## src/rtl/hfilt121_stream.sv

```systemverilog
`default_nettype none
// ============================================================================
//  Module      : hfilt121_stream
//  Description : Horizontal [1 2 1]/4 smoothing filter over a stream of
//                64-bit words carrying eight 8-bit pixels each (pixel 0 in
//                the low byte). Line edges replicate the edge pixel; pixels
//                never mix across lines. One output word per input word.
//  Revision    : 1.0 - initial release
// ============================================================================
module hfilt121_stream #(
    parameter int LINE_WORDS = 80
) (
    input  logic        clk,
    input  logic        rst_n,
    input  logic        clear,
    input  logic [63:0] din,
    input  logic        din_valid,
    output logic        din_ready,
    output logic [63:0] dout,
    output logic        dout_valid,
    input  logic        dout_ready,
    output logic [15:0] lines_done
);

    typedef enum logic [1:0] {
        S_EMPTY = 2'd0,
        S_HOLD  = 2'd1,
        S_FLUSH = 2'd2
    } state_t;

    localparam logic [11:0] C_LAST_POS = 12'(LINE_WORDS - 1);

    state_t      state_q, state_d;
    logic [11:0] pos_q, pos_d;
    logic [63:0] hold_q, hold_d;
    logic [7:0]  left_q, left_d;
    logic [63:0] dout_q, dout_d;
    logic        dout_valid_q, dout_valid_d;
    logic [15:0] lines_done_q, lines_done_d;

    logic        w_out_free;
    logic        w_accept;

    // Filter one word given its outer neighbours; the word is framed as
    // {right, word, left} so every tap is a plain in-range slice.
    function automatic logic [63:0] filt8(input logic [63:0] w,
                                          input logic [7:0]  l,
                                          input logic [7:0]  r);
        logic [79:0] ext;
        logic [63:0] o;
        logic [9:0]  s;
        ext = {r, w, l};
        o   = '0;
        for (int i = 0; i < 8; i++) begin
            s = {2'b00, ext[8*i +: 8]}
              + {1'b0, ext[8*(i+1) +: 8], 1'b0}
              + {2'b00, ext[8*(i+2) +: 8]}
              + 10'd2;
            o[8*i +: 8] = s[9:2];
        end
        return o;
    endfunction

    assign w_out_free = !dout_valid_q || dout_ready;
    assign din_ready  = (state_q != S_FLUSH) && w_out_free;
    // Clear swallows the cycle: a word presented alongside it is not taken.
    assign w_accept   = din_valid && din_ready && !clear;

    assign dout       = dout_q;
    assign dout_valid = dout_valid_q;
    assign lines_done = lines_done_q;

    // Next-state logic: FSM transitions, output register loads, line counting.
    always_comb begin
        state_d      = state_q;
        pos_d        = pos_q;
        hold_d       = hold_q;
        left_d       = left_q;
        dout_d       = dout_q;
        dout_valid_d = dout_valid_q && !dout_ready;
        lines_done_d = lines_done_q;

        if (clear) begin
            state_d      = S_EMPTY;
            pos_d        = '0;
            hold_d       = '0;
            left_d       = '0;
            dout_valid_d = 1'b0;
        end else begin
            case (state_q)
                S_EMPTY: begin
                    if (w_accept) begin
                        hold_d = din;
                        left_d = din[7:0];
                        if (LINE_WORDS == 1) begin
                            state_d = S_FLUSH;
                        end else begin
                            state_d = S_HOLD;
                            pos_d   = 12'd1;
                        end
                    end
                end
                S_HOLD: begin
                    if (w_accept) begin
                        dout_d       = filt8(hold_q, left_q, din[7:0]);
                        dout_valid_d = 1'b1;
                        left_d       = hold_q[63:56];
                        hold_d       = din;
                        if (pos_q == C_LAST_POS) begin
                            state_d = S_FLUSH;
                        end else begin
                            pos_d = pos_q + 12'd1;
                        end
                    end
                end
                S_FLUSH: begin
                    if (w_out_free) begin
                        dout_d       = filt8(hold_q, left_q, hold_q[63:56]);
                        dout_valid_d = 1'b1;
                        lines_done_d = lines_done_q + 16'd1;
                        pos_d        = '0;
                        state_d      = S_EMPTY;
                    end
                end
                default: begin
                    state_d = S_EMPTY;
                    pos_d   = '0;
                end
            endcase
        end
    end

    // State and datapath registers with asynchronous reset.
    always_ff @(posedge clk or negedge rst_n) begin
        if (!rst_n) begin
            state_q      <= S_EMPTY;
            pos_q        <= '0;
            hold_q       <= '0;
            left_q       <= '0;
            dout_q       <= '0;
            dout_valid_q <= 1'b0;
            lines_done_q <= '0;
        end else begin
            state_q      <= state_d;
            pos_q        <= pos_d;
            hold_q       <= hold_d;
            left_q       <= left_d;
            dout_q       <= dout_d;
            dout_valid_q <= dout_valid_d;
            lines_done_q <= lines_done_d;
        end
    end

endmodule
`default_nettype wire
```

## config.mk

```make
export PLATFORM = sky130hd
export DESIGN_NAME = hfilt121_stream
export DESIGN_NICKNAME = d
export VERILOG_FILES = /design/src/rtl/hfilt121_stream.sv
export SDC_FILE = /design/constraint.sdc
export NUM_CORES = 1
export LEC_CHECK = 0
export ABC_AREA = 1
export CORE_ASPECT_RATIO = 1.2
export CORE_MARGIN = 1.5
export CORE_UTILIZATION = 40
export CTS_CLUSTER_SIZE = 40
export DETAILED_ROUTE_END_ITERATION = 8
export PLACE_DENSITY = 0.65
export REMOVE_ABC_BUFFERS = 1
export SYNTH_ARGS = -nofsm -noshare
export SYNTH_HDL_FRONTEND = slang
export SYNTH_SLANG_ARGS = --single-unit
```

## constraint.sdc

```tcl
create_clock -name clk -period 3.1 [get_ports clk]
set_clock_uncertainty 0.1 [all_clocks]
set_input_delay 0.31 -clock clk [delete_from_list [all_inputs] [get_ports clk]]
set_output_delay 0.31 -clock clk [all_outputs]
set_load 0.02 [all_outputs]
```

# ---- Word level (Yosys, flattened, before mapping)
# Index checks and enable logic that the tools add are counted.
dict set report classes {
  bitwise_logic 1
  n_mux 26
  n_eq_ne 11
  addsub 28
  reduce_logical 20
}
# op n
set ops {}
lappend ops {{$mux 64} 5}
lappend ops {{$pmux 64 s2} 1}
lappend ops {{$add 10x2->10 const B} 9}
lappend ops {{$add 10x8->10} 9}
lappend ops {{$add 8x9->10} 8}
lappend ops {{$mux 12} 5}
lappend ops {{$pmux 12 s3} 1}
lappend ops {{$mux 8} 3}
lappend ops {{$add 16x1->16 const B} 1}
lappend ops {{$pmux 8 s2} 1}
lappend ops {{$ne 3x3->1 const B} 5}
lappend ops {{$add 12x1->12 const B} 1}
lappend ops {{$eq 12x7->1 const B} 1}
lappend ops {{$reduce_and 4->1} 3}
lappend ops {{$mux 2} 5}
lappend ops {{$ne 2x2->1 const B} 3}
lappend ops {{$pmux 2 s3} 1}
lappend ops {{$reduce_and 3->1} 2}
lappend ops {{$reduce_bool 2->1} 3}
lappend ops {{$logic_and 1x1->1} 4}
lappend ops {{$logic_not 1->1} 3}
lappend ops {{$mux 1} 3}
lappend ops {{$reduce_bool 3->1} 1}
lappend ops {{$eq 2x1->1 const B} 1}
lappend ops {{other kinds (7)} 7}
dict set report word_totals {
  register_bits 167
  input_bits 69
  output_inout_bits 82
}

# ---- Logic depth before layout (Yosys ltp)
dict set report logic_depth {
  word_depth 8
  depth_mapped 18
  ltp_nobuf 18
}

# ---- Worst setup path after synthesis
# No wires, ideal clock.
dict set report synth_path {
  path_kind {register to register}
  from {reg hold_q[49]}
  to {reg dout_q[62], in the netlist dout[62]}
  path_stages_with_launch 18
  path_buffers 0
  setup_time_ns 0.116
  required_ns 2.884
  arrival_time_ns 2.680
  slack_ns 0.203
  cell_sequence {dfrtp_1 > ha_1 > fa_1 > nand3_1 > nand2_1 > nand3_1 > nand2_1 > xor2_1 > ha_1 > ha_1 > nand2_1 > inv_1 > a21oi_1 > nand3_1 > nand3_1 > nand2_1 > nand2_1 > nand2_1}
}
dict set report synth_via {
  elab_chain_cells 5
  elab_cells_between_ends 8
  cone_classes {add/sub (5); mux (3)}
}
# item line_no
set synth_lines {}
lappend synth_lines {{start, declared} 35} ;# logic [63:0] hold_q, hold_d;
lappend synth_lines {{start signal, assigned} 146} ;# hold_q <= hold_d;
lappend synth_lines {{$add 8x9->10 *} 56} ;# + {1'b0, ext[8*(i+1) +: 8], 1'b0}
lappend synth_lines {{$add 10x8->10} 57} ;# + {2'b00, ext[8*(i+2) +: 8]}
lappend synth_lines {{$add 10x2->10} 58} ;# + 10'd2;
lappend synth_lines {{$mux 64, on equally long branches} {117, 104}}
lappend synth_lines {{$pmux 64 s2 *} 90} ;# case (state_q)
lappend synth_lines {{end signal, assigned} 148} ;# dout_q <= dout_d;
lappend synth_lines {{end, declared} 37} ;# logic [63:0] dout_q, dout_d;
# Mark *: on every way between the ends. The rest lies on a longest branch, timed or not. The select of a mux whose other input is x is not followed.
# A chain may end at the register's enable or synchronous reset.

# ---- Worst setup path in the final report
# Same ends and word-level chain as after synthesis.

==> run summary <==
The flow ran to the end, and the final reports show no timing, DRC or antenna violations. The combined area of the multi-input logic cells is 7120 um^2. The shortest clock period the worst path allows after layout is 2.93 ns. The share of power burned in registers came out at 25.4%. The highest net fanout along the worst path is 5. In this run, synthesis produced a sequential element count of 167. The number of buffers and inverters on the critical path is 0. The root buffer cell chosen for the clock tree is sky130_fd_sc_hd__clkbuf_16. The detailed router used layers up to and including met4. The first-pass GRT wire length came out at 52700 um.

The H-tree depth is 4. The share of the clock period used by the worst path after layout came out at 94.4%. sky130_fd_sc_hd__dfrtp_1 takes more of the synthesized area than any other cell. The final RePlAce weighted congestion came out at 0.885.

The final routed wire length divided by cell count came out at 15.6 um. Counting every sink on the clock net gives 167. The maximum ir drop on the vdd rail came out at 0.430 mV. The number of I/O port buffers is 150.

The number of antenna cells inserted is 0. The number of cells on the worst reg-to-reg path came out at 16. Including well taps, the total number of placed cells is 2039. On the critical path, the stage with the largest delay is an instance of sky130_fd_sc_hd__dfrtp_1. For hold timing, the worst endpoint is hold_q[55]$_DFFE_PN0P_. Entering global routing, the biggest net connects 81 pins. Detailed routing placed a total of 1580 um of wire on met3. The arrival time at the worst endpoint is 3.16 ns. Summed over all layers, the global routing overflow is 0. The remaining design rule violation count came out at 0. The number of filler instances in the final layout came out at 2895. The area growth from synthesis to layout is 22.1%. The number of stages on the worst hold path came out at 3. The worst register-to-register path ends at dout[62]$_DFFE_PN0P_. The internal portion of total power came out at 0.00725 W.

The startpoint identified for the worst register-to-register timing path is hold_q[49]$_DFFE_PN0P_. At the pin with the least slew margin, the transition time is 0.824 ns. The share of total power dissipated in combinational logic is 58.8%. The cell count after synthesis came out at 1520.

The flip-flop and latch area is 4180 um^2. The part of the power in the clock network came out at 15.9%. The post-detailed-route count of antenna-violating nets is 0.

The number of hold violations in the final report came out at 0. The number of maximum-capacitance violations came out at 0. The final setup violation count came out at 0. After detailed routing, the met2 layer carries 15800 um of wire. Ranked by total cell area, the synthesized netlist is headed by sky130_fd_sc_hd__dfrtp_1 35%, sky130_fd_sc_hd__nand2_1 13%, sky130_fd_sc_hd__ha_1 11%. For this block, the routed nets add up to 32300 um of wire. The number of optimization iterations in the first detailed-route pass came out at 5. For this run, the top clock speed supported by timing is 342 MHz. The detailed router put a total of 14200 um of wire on met1.

The critical path data required time came out at 3.34 ns. Measured along the y axis, the die boundary spans 193 um. The count of different cell masters after synthesis came out at 37. The critical setup path kind is reg -> reg. Post-CTS timing repair inserted 0 buffers for setup.

The final layout contains 1890 nets. The path class of the tightest hold or removal check is in -> reg. The effective utilization at floorplan came out at 40.7%. The family of cells with the greatest summed delay on the critical path is adder cells. The initial antenna violation count came out at 0. The via count of the first global-routing pass came to 10400. The count of vias placed by the detailed router came out at 10600. The number of max-slew violations in the final report was 0. The synthesized design contains 0 enable-type register cells.

The critical path goes through ha_1 > fa_2 > nand3_1 > nand2_2 > nand3_1 > nand2_1 > xor2_2 > ha_1 > ha_4 > a21o_1 > nor2_1 > nand3_1 > nand3_1 > nand2_1 > nand2_1 > nand2_1. The clock latency on the worst-skew pair came out at 0.44 ns. The startpoint of the lowest-slack hold path is din[55]. The worst setup path is captured at a register. The violation count after the first detailed-route iteration is 642. In this run the deepest clock path goes through 2 buffers. The total clock buffers created by CTS is 17.

The core outline area is 29600 um^2. The count of yosys warnings during synthesis is 0. The combined global-route utilization of all metal layers is 21.5%. The total die area came out at 31200 um^2. In this run the tightest slew margin relative to its limit is 45.1%. The total leakage power is 7.42 nW.

Setup repair after global routing could not meet its margin everywhere. The net switching power is 0.00642 W. The proportion of layout cells with a drive suffix above 1 came out at 6.06%. The count of standard-cell rows came out at 69. The placed instance area is 14000 um^2. STA classifies the critical path startpoint as a register. The finished layout holds 2072 standard cells, fillers aside.

The post-synthesis async set-or-reset flop share is 100%. The proportion of synthesized chip area in sequential cells is 34.7%. The largest single stage delay on the critical path is 0.39 ns. The final instance area is 14700 um^2. In the routed layout, each cell is associated on average with a via count of 5.11. The commonest cells after synthesis are 420 x sky130_fd_sc_hd__nand2_1, 198 x sky130_fd_sc_hd__nand3_1, 167 x sky130_fd_sc_hd__dfrtp_1, 155 x sky130_fd_sc_hd__inv_1, 107 x sky130_fd_sc_hd__ha_1.

Clock-pin slew was measured on the worst setup and hold paths at 0.07 ns. In the synthesized netlist the dominant register cell turns out to be sky130_fd_sc_hd__dfrtp_1. The number of top-level pins came out at 151. The die outline width is 161 um. The detailed placement HPWL came out at 24700 um. Setup slack on the worst reg-to-reg path comes out at 0.17 ns. The switching part of the total power came out at 47.0%. The power density of the placed cells is 929 nW/um^2. TritonCTS built the clock tree. The total standard cell area after synthesis came out at 12000 um^2.

The fraction of synthesized cell area taken by the top area cell type came out at 34.7%. Dividing the synthesized area by the synthesized cell count gives 7.93 um^2. Yosys instantiated no cell more often than sky130_fd_sc_hd__nand2_1.
==> worst reg2reg max path, delay by kind of cell, from the launching register on <==
kind	cells	cell delay, ns
fa+ha+maj	4	1.19
xor+xnor	1	0.17
simple gates	10	0.82
compound gates	1	0.16
flops	1	0.39
==> layout by cell type (no fill, tap or decap), types with 2 or more instances in the layout <==
master | synthesis | routed
sky130_fd_sc_hd__nor2_1 | 62 | 62
sky130_fd_sc_hd__xor2_1 | 30 | 27
sky130_fd_sc_hd__nand2_2 | 5 | 7
sky130_fd_sc_hd__clkbuf_16 | 0 | 17
sky130_fd_sc_hd__fa_1 | 45 | 44
sky130_fd_sc_hd__clkinvlp_4 | 0 | 3
sky130_fd_sc_hd__nand2_1 | 420 | 418
sky130_fd_sc_hd__buf_12 | 0 | 2
sky130_fd_sc_hd__nor3_1 | 17 | 17
sky130_fd_sc_hd__a31oi_1 | 21 | 21
sky130_fd_sc_hd__nor2_2 | 2 | 2
sky130_fd_sc_hd__nand4_1 | 17 | 17
sky130_fd_sc_hd__a21oi_1 | 61 | 59
sky130_fd_sc_hd__o31ai_1 | 2 | 2
sky130_fd_sc_hd__o21ai_0 | 73 | 73
sky130_fd_sc_hd__xor2_2 | 0 | 3
sky130_fd_sc_hd__nand3_1 | 198 | 198
sky130_fd_sc_hd__ha_1 | 107 | 101
sky130_fd_sc_hd__dfrtp_1 | 167 | 167
sky130_fd_sc_hd__a21boi_0 | 2 | 2
sky130_fd_sc_hd__xnor2_1 | 14 | 14
sky130_fd_sc_hd__buf_4 | 7 | 24
sky130_fd_sc_hd__o21ai_1 | 14 | 14
sky130_fd_sc_hd__nor2_4 | 4 | 4
sky130_fd_sc_hd__inv_2 | 5 | 4
sky130_fd_sc_hd__inv_1 | 155 | 155
sky130_fd_sc_hd__ha_4 | 0 | 4
sky130_fd_sc_hd__ha_2 | 0 | 2
sky130_fd_sc_hd__clkdlybuf4s50_1 | 0 | 149
sky130_fd_sc_hd__o21bai_1 | 26 | 26
sky130_fd_sc_hd__inv_6 | 0 | 7
sky130_fd_sc_hd__nand3b_1 | 8 | 8
sky130_fd_sc_hd__or2_2 | 7 | 7
sky130_fd_sc_hd__a21oi_2 | 0 | 2
sky130_fd_sc_hd__a21o_1 | 3 | 3
sky130_fd_sc_hd__clkbuf_8 | 0 | 2
==> metrics by stage <==
stage | setup WS, ns | hold WS (ns) | TNS, ns | power (W) | utilization (%)
floorplan | -0.470 | -0.0856 | -44.60 | 0.00873 | -
global placement | 0.0420 | 0.310 | 0 | 0.0113 | 47.4
detailed placement | 0.0361 | 0.312 | 0 | 0.0114 | 47.4
CTS | 0.00907 | 0.311 | 0 | 0.0136 | 49.4
global route | -0.0137 | 0.333 | -0.0137 | 0.0150 | 49.7
finish | 0.174 | 0.329 | 0 | 0.0137 | 49.7
==> worst max path at each step <==
stage,from,end,cells after the start
after floorplan,state_q[0]$_DFFE_PN0P_,hold_q[0]$_DFFE_PN0P_,5
after global placement,hold_q[49]$_DFFE_PN0P_,dout[62]$_DFFE_PN0P_,17
after detailed placement,hold_q[49]$_DFFE_PN0P_,dout[62]$_DFFE_PN0P_,17
after CTS,hold_q[49]$_DFFE_PN0P_,dout[62]$_DFFE_PN0P_,17
after global routing,hold_q[49]$_DFFE_PN0P_,dout[62]$_DFFE_PN0P_,18
final,hold_q[49]$_DFFE_PN0P_,dout[62]$_DFFE_PN0P_,16
==> final cells by class <==
type                            count  share of cell area [%]
Clock inverter                     13                   0.910
Inverter                          160                    4.10
Sequential cell                   167                    28.4
Multi-Input combinational cell   1146                    48.4
Clock buffer                       19                    3.08
Tap cell                          390                    3.32
Timing Repair Buffer              177                    11.8
==> repair_timing <==
action | 4_1_cts | 5_1_grt
resized for setup | 0 | 15
hold buffers | 1 | 0
endpoints found under the setup margin | 0 | 4
endpoints found under the hold margin | 76 | 0
==> per-layer routing <==
layer,vias up,global-route usage (%)
met4,0,7.23
met2,273,37.6
li1,5304,-
met3,42,3.70
met1,4965,26.8
met5,-,0
==> state kept, by name, summed over array words and instances (netlist names) <==
signal      count
dout           64
hold_q         64
lines_done     16
pos_q          12
left_q          8
state_q         2
dout_valid      1
==> power groups by stage <==
stage          combinational [W]  sequential (W)  clock (W)
4_1_cts                  0.00794         0.00348    0.00222
3_3_place_gp             0.00779         0.00350          0
5_1_grt                  0.00909         0.00357    0.00230
3_5_place_dp             0.00789         0.00351          0
2_1_floorplan            0.00488         0.00385          0
6_report                 0.00803         0.00347    0.00217
==> cells by family (layout without fill, tap and decap cells) <==
family,after synthesis,after routing,synth area share [%]
buffers and inverters,207,369,7.03
AOI/OAI and AO/OA,207,207,9.77
and+or+nand+nor,743,743,26.7
adders and majority gates,152,152,18.6
DFF,167,167,34.7
xor gates and xnor gates,44,44,3.20
Note: power is estimated with default switching activity, not from simulation.
